==> src/rtl/multicycle_sequencer.sv <==
// Multi-cycle FETCH/DECODE/EXECUTE/WRITEBACK sequencer with imem handshake.
// Optional retired-instruction counter: define SEQ_PERF_COUNTER_EN.
module multicycle_sequencer #(
    parameter logic [3:0] HALT_OP = 4'b1111,
    parameter int         CNT_W   = 16
) (
    input  logic             clk,
    input  logic             rst_n,
    input  logic             start,
    input  logic             imem_ready,
    input  logic [3:0]       opcode,
    input  logic             RegWrite,
    input  logic             ALUSrc,
    input  logic             Branch,
    input  logic [1:0]       ALUControl,
    input  logic             zero,
    output logic             imem_req,
    output logic             IRWrite,
    output logic             PCWrite,
    output logic             PCSrc,
    output logic             ALUSrcSel,
    output logic [1:0]       ALUOp,
    output logic             RegWriteEn,
    output logic             busy,
    output logic             halted,
    output logic [2:0]       state,
    output logic [CNT_W-1:0] retired_count
);

    typedef enum logic [2:0] {
        S_IDLE  = 3'd0,
        S_FETCH = 3'd1,
        S_DEC   = 3'd2,
        S_EXE   = 3'd3,
        S_WB    = 3'd4,
        S_HALT  = 3'd5
    } state_t;

    state_t     cur, nxt;
    logic       rw_q, src_q, br_q;
    logic [1:0] op_q;

    always_ff @(posedge clk or negedge rst_n) begin
        if (!rst_n) cur <= S_IDLE;
        else        cur <= nxt;
    end

    // Decode is latched once so EXECUTE/WRITEBACK ignore later IR changes
    always_ff @(posedge clk or negedge rst_n) begin
        if (!rst_n) begin
            rw_q  <= 1'b0;
            src_q <= 1'b0;
            br_q  <= 1'b0;
            op_q  <= 2'b00;
        end else if (cur == S_DEC && opcode != HALT_OP) begin
            rw_q  <= RegWrite;
            src_q <= ALUSrc;
            br_q  <= Branch;
            op_q  <= ALUControl;
        end
    end

    always_comb begin
        nxt        = cur;
        imem_req   = 1'b0;
        IRWrite    = 1'b0;
        PCWrite    = 1'b0;
        PCSrc      = 1'b0;
        RegWriteEn = 1'b0;
        unique case (cur)
            S_IDLE: if (start) nxt = S_FETCH;
            S_FETCH: begin
                imem_req = 1'b1;
                if (imem_ready) begin
                    IRWrite = 1'b1;
                    PCWrite = 1'b1;
                    nxt     = S_DEC;
                end
            end
            S_DEC: nxt = (opcode == HALT_OP) ? S_HALT : S_EXE;
            S_EXE: begin
                if (br_q) begin
                    PCWrite = zero;
                    PCSrc   = zero;
                    nxt     = S_FETCH;
                end else if (rw_q) begin
                    nxt = S_WB;
                end else begin
                    nxt = S_FETCH;
                end
            end
            S_WB: begin
                RegWriteEn = 1'b1;
                nxt        = S_FETCH;
            end
            S_HALT: nxt = S_HALT;
            default: nxt = S_IDLE;
        endcase
    end

    assign ALUSrcSel = src_q;
    assign ALUOp     = op_q;
    assign busy      = (cur != S_IDLE) && (cur != S_HALT);
    assign halted    = (cur == S_HALT);
    assign state     = cur;

`ifdef SEQ_PERF_COUNTER_EN
    logic             retire;
    logic [CNT_W-1:0] cnt_q;

    assign retire = (cur == S_WB) || (cur == S_EXE && (br_q || !rw_q));

    always_ff @(posedge clk or negedge rst_n) begin
        if (!rst_n)      cnt_q <= '0;
        else if (retire) cnt_q <= cnt_q + CNT_W'(1);
    end

    assign retired_count = cnt_q;
`else
    assign retired_count = '0;
`endif

endmodule

==> config.mk <==
export PLATFORM = sky130hd
export DESIGN_NAME = multicycle_sequencer
export DESIGN_NICKNAME = d
export VERILOG_FILES = /design/src/rtl/multicycle_sequencer.sv
export SDC_FILE = /design/constraint.sdc
export NUM_CORES = 1
export LEC_CHECK = 0
export ABC_AREA = 1
export BUFFER_PORTS_ARGS = -buffer_cell sky130_fd_sc_hd__buf_2
export CAP_MARGIN = 40
export CELL_PAD_IN_SITES_DETAIL_PLACEMENT = 0
export CELL_PAD_IN_SITES_GLOBAL_PLACEMENT = 1
export CORE_ASPECT_RATIO = 1.1
export CORE_MARGIN = 2
export CORE_UTILIZATION = 26
export DETAILED_ROUTE_END_ITERATION = 16
export PLACE_DENSITY = 0.76
export SLEW_MARGIN = 20
export SYNTH_ARGS = -nofsm -noshare
export SYNTH_HDL_FRONTEND = slang
export SYNTH_SLANG_ARGS = --single-unit
==> constraint.sdc <==
create_clock -name clk -period 1.8 [get_ports clk]
set_input_delay 0.36 -clock clk [delete_from_list [all_inputs] [get_ports clk]]
set_output_delay 0.36 -clock clk [all_outputs]
set_load 0.01 [all_outputs]
* After elaboration in Yosys (flattened, before gate mapping)
Index checks and enable logic that the tools add are counted. W data, S select, Z words.
Storage, ports and cells: register bits after elaboration 8, bits of input ports 14, output and inout port bits 29, word-level logic and storage cells 33
Cells by class: eq/ne operators 10, multiplexer cells 13, reductions and logical operators 5
Operators by type and width (number):
- $pmux W3 S6 | 1
- $mux W3 | 5
- $eq A3 B2 Y1 const B | 2
- $eq A3 B3 Y1 const B | 2
- $mux W1 | 6
- $eq A4 B4 Y1 const B | 1
- $ne A2 B2 Y1 const B | 2
- $ne A4 B4 Y1 const B | 1
- $eq A3 B1 Y1 const B | 1
- $logic_not A3 Y1 | 1
- $ne A3 B3 Y1 const B | 1
- $reduce_bool A3 Y1 | 1
- $logic_and A1 B1 Y1 | 2
- $pmux W1 S2 | 1
- $reduce_and A2 Y1 | 1

* Logic depth before layout (Yosys ltp)
Gate-level depths: netlist (run 1).
depth in word-level cells 3, depth in mapped cells 7, gate-level depth less buffers 7

* Worst setup path after synthesis (run 1)
OpenSTA, ideal clock, no wires.
path type register to output, start point reg cur[1], in the netlist state[1], end point out PCWrite, data arrival time 1137 ps, required time 1440 ps, path slack 303 ps, cell stages (with the launch flop) 6, path buffers 0, cells stage by stage dfrtp_1 -> inv_1 -> nand2_1 -> nor2_1 -> inv_1 -> o22ai_1
Between the ends: word-level cells in the longest chain between the ends 2, elaborated cells between the ends (all ways) 3, those cells by class eq/ne: 2; mux: 1
RTL lines:
- start: declaration | RTL line 39 | state_t cur, nxt;
- start signal: assignment | RTL line 45 | else cur <= nxt;
- $eq A3 B2 Y1 / $eq A3 B1 Y1 (equally long branches) | RTL line 70 | unique case (cur)
- $pmux W1 S2 (*) | RTL line 70
- end: declaration | RTL line 19 | output logic PCWrite,
Every way passes the cells marked *; elsewhere a longest branch is shown, timed or not.

* Worst setup path after layout (run 1)
Same ends and word-level chain as after synthesis.

==> results_dict.tcl, run 1 <==
set metrics [dict create \
    synth_compound_area_share_pct 6.43 \
    port_buffers 26 \
    dp_hpwl_mm 1.00 \
    synth_fa_ha_area_share_pct 0 \
    drv_cap 0 \
    place_congestion 0.713 \
    fin_area_sq_um 716 \
    dieHeight_microns 52.9 \
    intPower_mw 0.576 \
    synth_seq_cells 8 \
    synthMuxAreaShare_pct 0 \
    synth_top_family_by_area "simple AND/OR/NAND/NOR gates" \
    switching_share_pct 45.7 \
    rows 17 \
    h-tree-depth 1 \
    nNetsFinal 126 \
    synth_area_sq_um 564 \
    drtIter0Drc 11 \
    area_growth_pct 26.8 \
    synth_top_area_share_pct 35.5 \
    drc_errors 0 \
    crit_required_ns 1.44 \
    ys_warn_count 0 \
    grt_max_degree 9 \
    synthCells 79 \
    clockBufferDepth 2 \
    numCtsBuffers 3 \
    fin_skew_ns 0.00208 \
    clkPwrFrac_pct 12.9 \
    yosysUniqueCellTypes 18 \
    placed_cell_area_sq_um 666 \
    core_area_sq_um 2020 \
    dr.pass1.iters 2 \
    antenna_found_initial 0 \
    yosysTopAreaCell "dfrtp_1" \
    path_cells "inv_1, nand2_1, nor2_1, inv_1, o22ai_1, buf_2" \
    wl_per_cell_microns 8.72 \
    cp_max_fo 7 \
    cts_root_buf "clkbuf_4" \
    status "completed" \
    cts_num_sinks 8 \
    sequentialPowerShare_pct 32.4 \
    io_pins 43 \
    synth_xor_area_share_pct 0 \
    setup_tns_ns 0 \
    fin_crit_sh_pct 92.8 \
    start_util_pct 27.9 \
    netSwitchingPower_mw 0.484 \
    vdd_drop_max_mv 0.629 \
    rsz0062_at_grt "no" \
    drv_slew 0 \
    critPathKind "flop to primary output" \
    final.min_clock_period_ns 1.67 \
    hold_viol 0 \
    setup_viol 0 \
    slowest_stage "dfrtp_2" \
    dieArea_sq_um 2560 \
    first_global_vias 436 \
    cpLargestDelayFamily "flip-flops" \
    vias_per_cell 3.86 \
    comb_power_share_pct 54.7 \
    postRouteAntennaNets 0 \
    wl_mm 1.20 \
    clk_pin_slew_ns 0.05 \
    power.density_nw_per_um2 1480 \
    slowest_delay_ns 0.44 \
    endpoint_kind "primary output" \
    path_common_cell "inv_1" \
    power.leakage_nw 0.424 \
    hold_path.class "input port to flop" \
    drive_gt1_share_pct 34.5 \
    critPathLaunchType "flop" \
    cp.arrival_ns 1.31 \
    vias 532 \
    fmax_mhz 599 \
    synth_area_leaders "dfrtp_1 35%, buf_4 21%, nand2_1 16%, nor2_1 5.3%, inv_1 4.7%" \
    yosysSeqAreaShare_pct 35.5 \
    grt_overflow_total 0 \
    antenna_cells 0 \
    clkLatencyLatePin_ns 0.25 \
    crit_buf_inv 3 \
    synth_area_per_cell_sq_um 7.14 \
    grt_pass1_wl_mm 1.82 \
    yosys.area_share.simple_pct 30.2 \
    cts_tree "done" \
    die_x_microns 48.4 \
    grt.total_usage_pct 9.28 \
]
cells by family (layout without fill, tap and decap cells):
logic type | after synthesis | count (layout)
buf+inv | 25 | 41
other cells | 1 | 16
simple gates | 39 | 39
compound gates | 6 | 6
flops | 8 | 8
state kept, by name (all words and copies together) (netlist names):
register	flops
rw_q	1
ALUOp	2
state	3
ALUSrcSel	1
br_q	1
Yosys cell counts:
cell type and n:
a21oi_1 1, a21oi_2 1, a31oi_1 1, buf_4 16, conb_1 1, dfrtp_1 8
inv_1 7, inv_2 2, nand2_1 24, nand3_1 2, nand3_2 1, nand3b_1 1
nand4_1 1, nor2_1 8, nor2_4 1, nor3_1 1, o21ai_0 2, o22ai_1 1
placed cells by master (no fill, tap or decap), drive strengths merged, types with 2 or more instances in the layout:
master,count
conb,16
inv,9
nand3,3
a21oi,2
nor2,9
nand2,24
buf,28
dfrtp,8
o21ai,2
clkbuf,3
power groups by stage:
stage	clock network (mW)	logic [mW]	registers (mW)
global route	0.155	0.656	0.356
CTS	0.142	0.559	0.343
floorplan	0	0.362	0.363
detailed placement	0	0.555	0.345
finish	0.137	0.580	0.343
global placement	0	0.549	0.343
cell type report:
| class | count | area [sq um] |
|---|---|---|
| clock buffer | 3 | 22.5 |
| fill | 223 | 1310 |
| inverter | 9 | 33.8 |
| multi-input combinational | 61 | 267 |
| sequential | 8 | 203 |
| tap | 28 | 35.0 |
| timing repair buffer | 29 | 155 |
routing by layer:
layer / vias to the layer above / track usage, % / wire length (microns) / share of wire (%)
li1: 272 / - / - / -
met2: 36 / 14.6 / 504 / 42
met3: 3 / 2.54 / 130 / 11
met1: 221 / 11.4 / 546 / 45
met4: 0 / 5.71 / 23 / 1.9
met5: - / 0 / 0 / 0
worst register-to-register path: cells and delay by family (launching register included):
kind          cells  cell delay, ns
simple gates      4            0.46
flops             1            0.44
buf+inv           2            0.22
worst paths after layout:
check	start	end	slack [ns]	cells past startpoint
min in group asynchronous	rst_n	ALUOp[0]	0.47	2
max in group asynchronous	rst_n	state[1]	1.14	2
min	ALUControl[1]	ALUOp[1]	0.31	3
max	state[1]	PCWrite	0.13	6
max reg2reg	state[0]	ALUSrcSel	0.57	6
min reg2reg	ALUOp[1]	ALUOp[1]	0.48	2
timing repair:
item	CTS	global route
resized for setup	0	2
hold buffers	1	0
endpoints found under the setup margin	0	2
endpoints found under the hold margin	8	0
buffers inserted	0	2
stage by stage:
step / setup slack [ns] / hold slack [ns] / cells / power [mW] / util [%]
final: 0.130 / 0.306 / 138 / 1.06 / 35.4
after global routing: 0.0116 / 0.317 / 138 / 1.17 / 35.4
after floorplan: 0.303 / 0.0644 / 94 / 0.725 / -
after detailed placement: 0.351 / 0.215 / 132 / 0.901 / 32.9
after CTS: 0.0672 / 0.302 / 136 / 1.04 / 34.6
after global placement: 0.347 / 0.213 / 132 / 0.891 / 32.9
No activity file was read; power rests on OpenSTA's default activity.
==> inputs of run 2 (changes only) <==
CELL_PAD_IN_SITES_DETAIL_PLACEMENT = 1   (was 0)
GPL_TIMING_DRIVEN = 0   (was default)
==> run 2 against run 1 <==
Compared with the run above: sequential share of layout area fell by 4.5 points; clock-buffer cell count did not move; critical path type unchanged; highest routed layer unchanged; hold slack gained 0.0080 ns; total power grew 6.8%; combinational power rose by 12%; clock power about the same; core utilization up 6.7 points; first-iteration DRC count down 91%; cell area increased by 19%.
==> results_dict.tcl, run 2 (synthesis gave the netlist of run 1 again) <==
set metrics [dict create \
    status "completed" \
    rows 17 \
    final_cell_count_no_fill 155 \
    fin_skew_ns 0.00116 \
    drv_slew 0 \
    layout_setup_ws_ns 0.104 \
    clockBufferDepth 2 \
    drive_gt1_share_pct 44.9 \
    fmax_mhz 590 \
    dieArea_sq_um 2560 \
    cts_root_buf "clkbuf_4" \
    dp_hpwl_mm 1.22 \
    setup_viol 0 \
    placed_cell_area_sq_um 786 \
    critPathLaunchType "flop" \
    cp_max_fo 6 \
    hold_path.class "input port to flop" \
    dr.pass1.iters 2 \
    first_global_vias 534 \
    nFillCells 276 \
    port_buffers 26 \
    layout_common_cells "26 x buf_2, 24 x nand2_1, 19 x buf_4, 16 x conb_1" \
    crit_required_ns 1.44 \
    cts_num_sinks 8 \
    final_core_util_pct 42.2 \
    fin_crit_sh_pct 94.2 \
    vias 605 \
    endpoint_kind "primary output" \
    antenna_cells 0 \
    die_x_microns 48.4 \
    final_common_cell "buf_2" \
    place_congestion 0.711 \
    power.leakage_nw 0.517 \
    critPathKind "flop to primary output" \
    multi_input_area_sq_um 275 \
    fin_area_sq_um 852 \
    drtIter0Drc 1 \
    drv_cap 0 \
    dieHeight_microns 52.9 \
    antenna_found_initial 0 \
    wl_mm 1.46 \
    grt_overflow_total 0 \
    regArea_sq_um 203 \
    dp.cells 148 \
    h-tree-depth 1 \
    wl_per_cell_microns 9.43 \
    vias_per_cell 3.90 \
    area_growth_pct 51.0 \
    power.density_nw_per_um2 1330 \
    grt_max_degree 9 \
    postRouteAntennaNets 0 \
    drc_errors 0 \
    pre_cts_ws_ns 0.296 \
    io_pins 43 \
    clkLatencyLatePin_ns 0.25 \
    nNetsFinal 143 \
    cp.arrival_ns 1.34 \
    numCtsBuffers 3 \
    core_area_sq_um 2020 \
    grt.total_usage_pct 11.1 \
    grt_pass1_wl_mm 2.23 \
    hold_viol 0 \
    vdd_drop_max_mv 0.595 \
    largest_reg_flops 3 \
    clk_pin_slew_ns 0.05 \
    hold_ws_ns 0.314 \
    final.min_clock_period_ns 1.70 \
    start_util_pct 27.9 \
    cts_tree "done" \
]
## run 2: cell types whose count changed in the layout (fill, tap and decap cells not counted)
cell,change
nor2_2,+1
nor2_1,-1
buf_4,+17
o22ai_1,-1
o22ai_2,+1
## run 2: worst paths after layout
kind | from | to | slack, ns | depth (start not counted)
max | state[1] | IRWrite | 0.10 | 6
min | ALUControl[1] | ALUOp[1] | 0.31 | 3
max reg2reg | state[2] | rw_q | 0.58 | 6
min reg2reg | ALUOp[1] | ALUOp[1] | 0.47 | 2
max in group asynchronous | rst_n | state[0] | 1.14 | 2
min in group asynchronous | rst_n | ALUOp[0] | 0.47 | 2
## run 2: area by class of cell
cell class	instances	share of cell area [%]
Timing Repair Buffer	30	19.1
Clock buffer	3	2.64
Multi-Input combinational cell	61	32.3
Buffer	16	14.1
Inverter	9	3.96
Tap cell	28	4.11
Sequential cell	8	23.8
## run 2: stage by stage
| stage | setup TNS [ns] | power [mW] |
|---|---|---|
| final | 0 | 1.13 |
| after global routing | -0.00592 | 1.24 |
| after CTS | 0 | 1.08 |
| after detailed placement | 0 | 0.936 |
| after global placement | 0 | 0.912 |
| after floorplan | 0 | 0.725 |
## run 2: repair_timing
| action | CTS | global route |
|---|---|---|
| setup endpoints to repair | 0 | 3 |
| hold buffers | 1 | 0 |
| resized for setup | 0 | 4 |
| hold endpoints to repair | 8 | 0 |
| setup buffers | 0 | 3 |
## run 2: per-layer routing
layer	wire, microns	global-route usage, %
met3	152	1.69
met4	29	7.14
met1	615	13.1
met2	663	19.2
met5	0	0
## run 2: critical path: stages (launching register included)
cell and delay (ns):
dfrtp_2 0.43, inv_1 0.08, nand2_1 0.08, nor2_2 0.15, inv_1 0.10, nor2_1 0.10, buf_2 0.14
## run 2: power breakdown
part | leakage (nW) | switching (mW) | total (mW) | internal (mW)
Sequential | 0.0974 | 0.0750 | 0.345 | 0.270
Combinational | 0.406 | 0.376 | 0.652 | 0.276
Clock | 0.0138 | 0.0585 | 0.135 | 0.0761
==> inputs of run 3 (changes only) <==
BUFFER_PORTS_ARGS = -buffer_cell sky130_fd_sc_hd__clkbuf_2   (was -buffer_cell sky130_fd_sc_hd__buf_2)
RECOVER_POWER = 100   (was default)
==> run 3 against run 2 <==
Compared with the run above: combinational power shrank 8.9%; core utilization shrank 2.1 points; largest cell class unchanged; via count grew 0.50%.
==> results_dict.tcl, run 3 (synthesis gave the netlist of run 1 again) <==
set metrics [dict create \
    start_util_pct 27.9 \
    first_global_vias 553 \
    final_common_cell "nand2_1" \
    nFillCells 282 \
    cp.arrival_ns 1.36 \
    h-tree-depth 1 \
    rows 17 \
    antenna_found_initial 0 \
    grt_overflow_total 0 \
    drive_gt1_share_pct 32.5 \
    postRouteAntennaNets 0 \
    cts_tree "done" \
    netSwitchingPower_mw 0.511 \
    multi_input_area_sq_um 256 \
    hold_path.class "input port to flop" \
    critPathKind "flop to primary output" \
    grt.total_usage_pct 12.1 \
    fmax_mhz 583 \
    vdd_drop_max_mv 0.547 \
    port_buffers 26 \
    cts_root_buf "clkbuf_4" \
    vias_per_cell 3.95 \
    power.density_nw_per_um2 1340 \
    grt_max_degree 9 \
    comb_power_share_pct 54.9 \
    drtIter0Drc 6 \
    antenna_cells 0 \
    dieHeight_microns 52.9 \
    cts_num_sinks 8 \
    endpoint_kind "primary output" \
    wl_per_cell_microns 9.73 \
    status "completed" \
    dp_hpwl_mm 1.26 \
    cp_max_fo 7 \
    switching_share_pct 47.2 \
    area_growth_pct 43.5 \
    vias 608 \
    clockBufferDepth 2 \
    die_x_microns 48.4 \
    fin_area_sq_um 810 \
    path_common_cell "inv_2" \
    slowest_stage "dfrtp_2" \
    dp.cells 148 \
    intPower_mw 0.572 \
    crit_required_ns 1.44 \
    final.min_clock_period_ns 1.72 \
    sequentialPowerShare_pct 32.6 \
    placed_cell_area_sq_um 786 \
    wl_mm 1.50 \
    nNetsFinal 142 \
    total_power_mw 1.08 \
    drv_slew 0 \
    crit_buf_inv 3 \
    path_cells "inv_2, nand2_1, nor2_2, inv_2, o22ai_1, buf_2" \
    io_pins 43 \
    drv_cap 0 \
    cpLargestDelayFamily "flip-flops" \
    dr.pass1.iters 2 \
    setup_viol 0 \
    drc_errors 0 \
    power.leakage_nw 0.469 \
    min_path_cells 3 \
    rrSetupSlack_ns 0.23 \
    clkPwrFrac_pct 12.5 \
    dieArea_sq_um 2560 \
    r2r_cells 6 \
    critPathLaunchType "flop" \
    hold_viol 0 \
    place_congestion 0.709 \
    regArea_sq_um 201 \
    core_area_sq_um 2020 \
    fin_crit_sh_pct 95.3 \
    numCtsBuffers 3 \
    slowest_delay_ns 0.45 \
    clkLatencyLatePin_ns 0.25 \
    layout_common_cells "24 x nand2_1, 17 x buf_4, 16 x conb_1, 13 x clkbuf_2, 12 x clkbuf_1" \
    worst-path-stages 6 \
    fin_skew_ns 0.000416 \
    clk_pin_slew_ns 0.05 \
    largest_reg_flops 3 \
    grt_pass1_wl_mm 2.37 \
    final_cell_count_no_fill 154 \
]
run 3: per-layer routing:
metal  share of wire, %  vias up  track usage [%]
met3                8.1        5             1.41
met2                 44       36             21.3
met1                 45      260             14.3
met5                  0        -                0
li1                   -      307                -
met4                2.3        0             7.14
run 3: path summary, 6_finish.rpt:
check                               from       end
max                             state[1]   PCWrite
min                        ALUControl[1]  ALUOp[1]
max reg2reg                     state[0]      rw_q
min reg2reg                     ALUOp[1]  ALUOp[1]
max in group asynchronous          rst_n  state[1]
min in group asynchronous          rst_n      br_q
run 3: repair_timing:
action | 4_1_cts | 5_1_grt
hold buffers | 1 | 0
setup endpoints to repair | 1 | 2
gates resized for setup | 2 | 3
hold endpoints to repair | 8 | 0
pin swaps | 0 | 1
buffers inserted | 0 | 2
run 3: power by group through the flow:
stage | Sequential [mW] | Combinational [mW] | Clock (mW)
floorplan | 0.363 | 0.362 | 0
global placement | 0.346 | 0.569 | 0
detailed placement | 0.356 | 0.588 | 0
CTS | 0.356 | 0.599 | 0.140
global route | 0.365 | 0.678 | 0.149
finish | 0.353 | 0.594 | 0.135
run 3: final cells by class:
class,instances,area share (%)
repair buffers,29,17.3
well taps,28,4.33
plain buffers,16,14.8
inverters,9,4.17
clock buffers,3,2.78
multi-input cells,61,31.7
flip-flops and latches,8,24.9
run 3: worst register-to-register path: stages, from the launching register on:
cell and delay [ns]:
dfrtp_1 0.44, inv_1 0.14, nand3_1 0.11, nor2_1 0.40
inv_1 0.21, nand2_1 0.10, nand2_1 0.05
run 3: through the flow:
step	hold WS, ns	util (%)	setup WS, ns	setup TNS [ns]
2_1_floorplan	0.0644	-	0.303	0
3_3_place_gp	0.219	38.9	0.304	0
3_5_place_dp	0.220	38.9	0.262	0
4_1_cts	0.310	40.7	0.0461	0
5_1_grt	0.324	40.1	-0.00863	-0.00863
6_report	0.311	40.1	0.0849	0
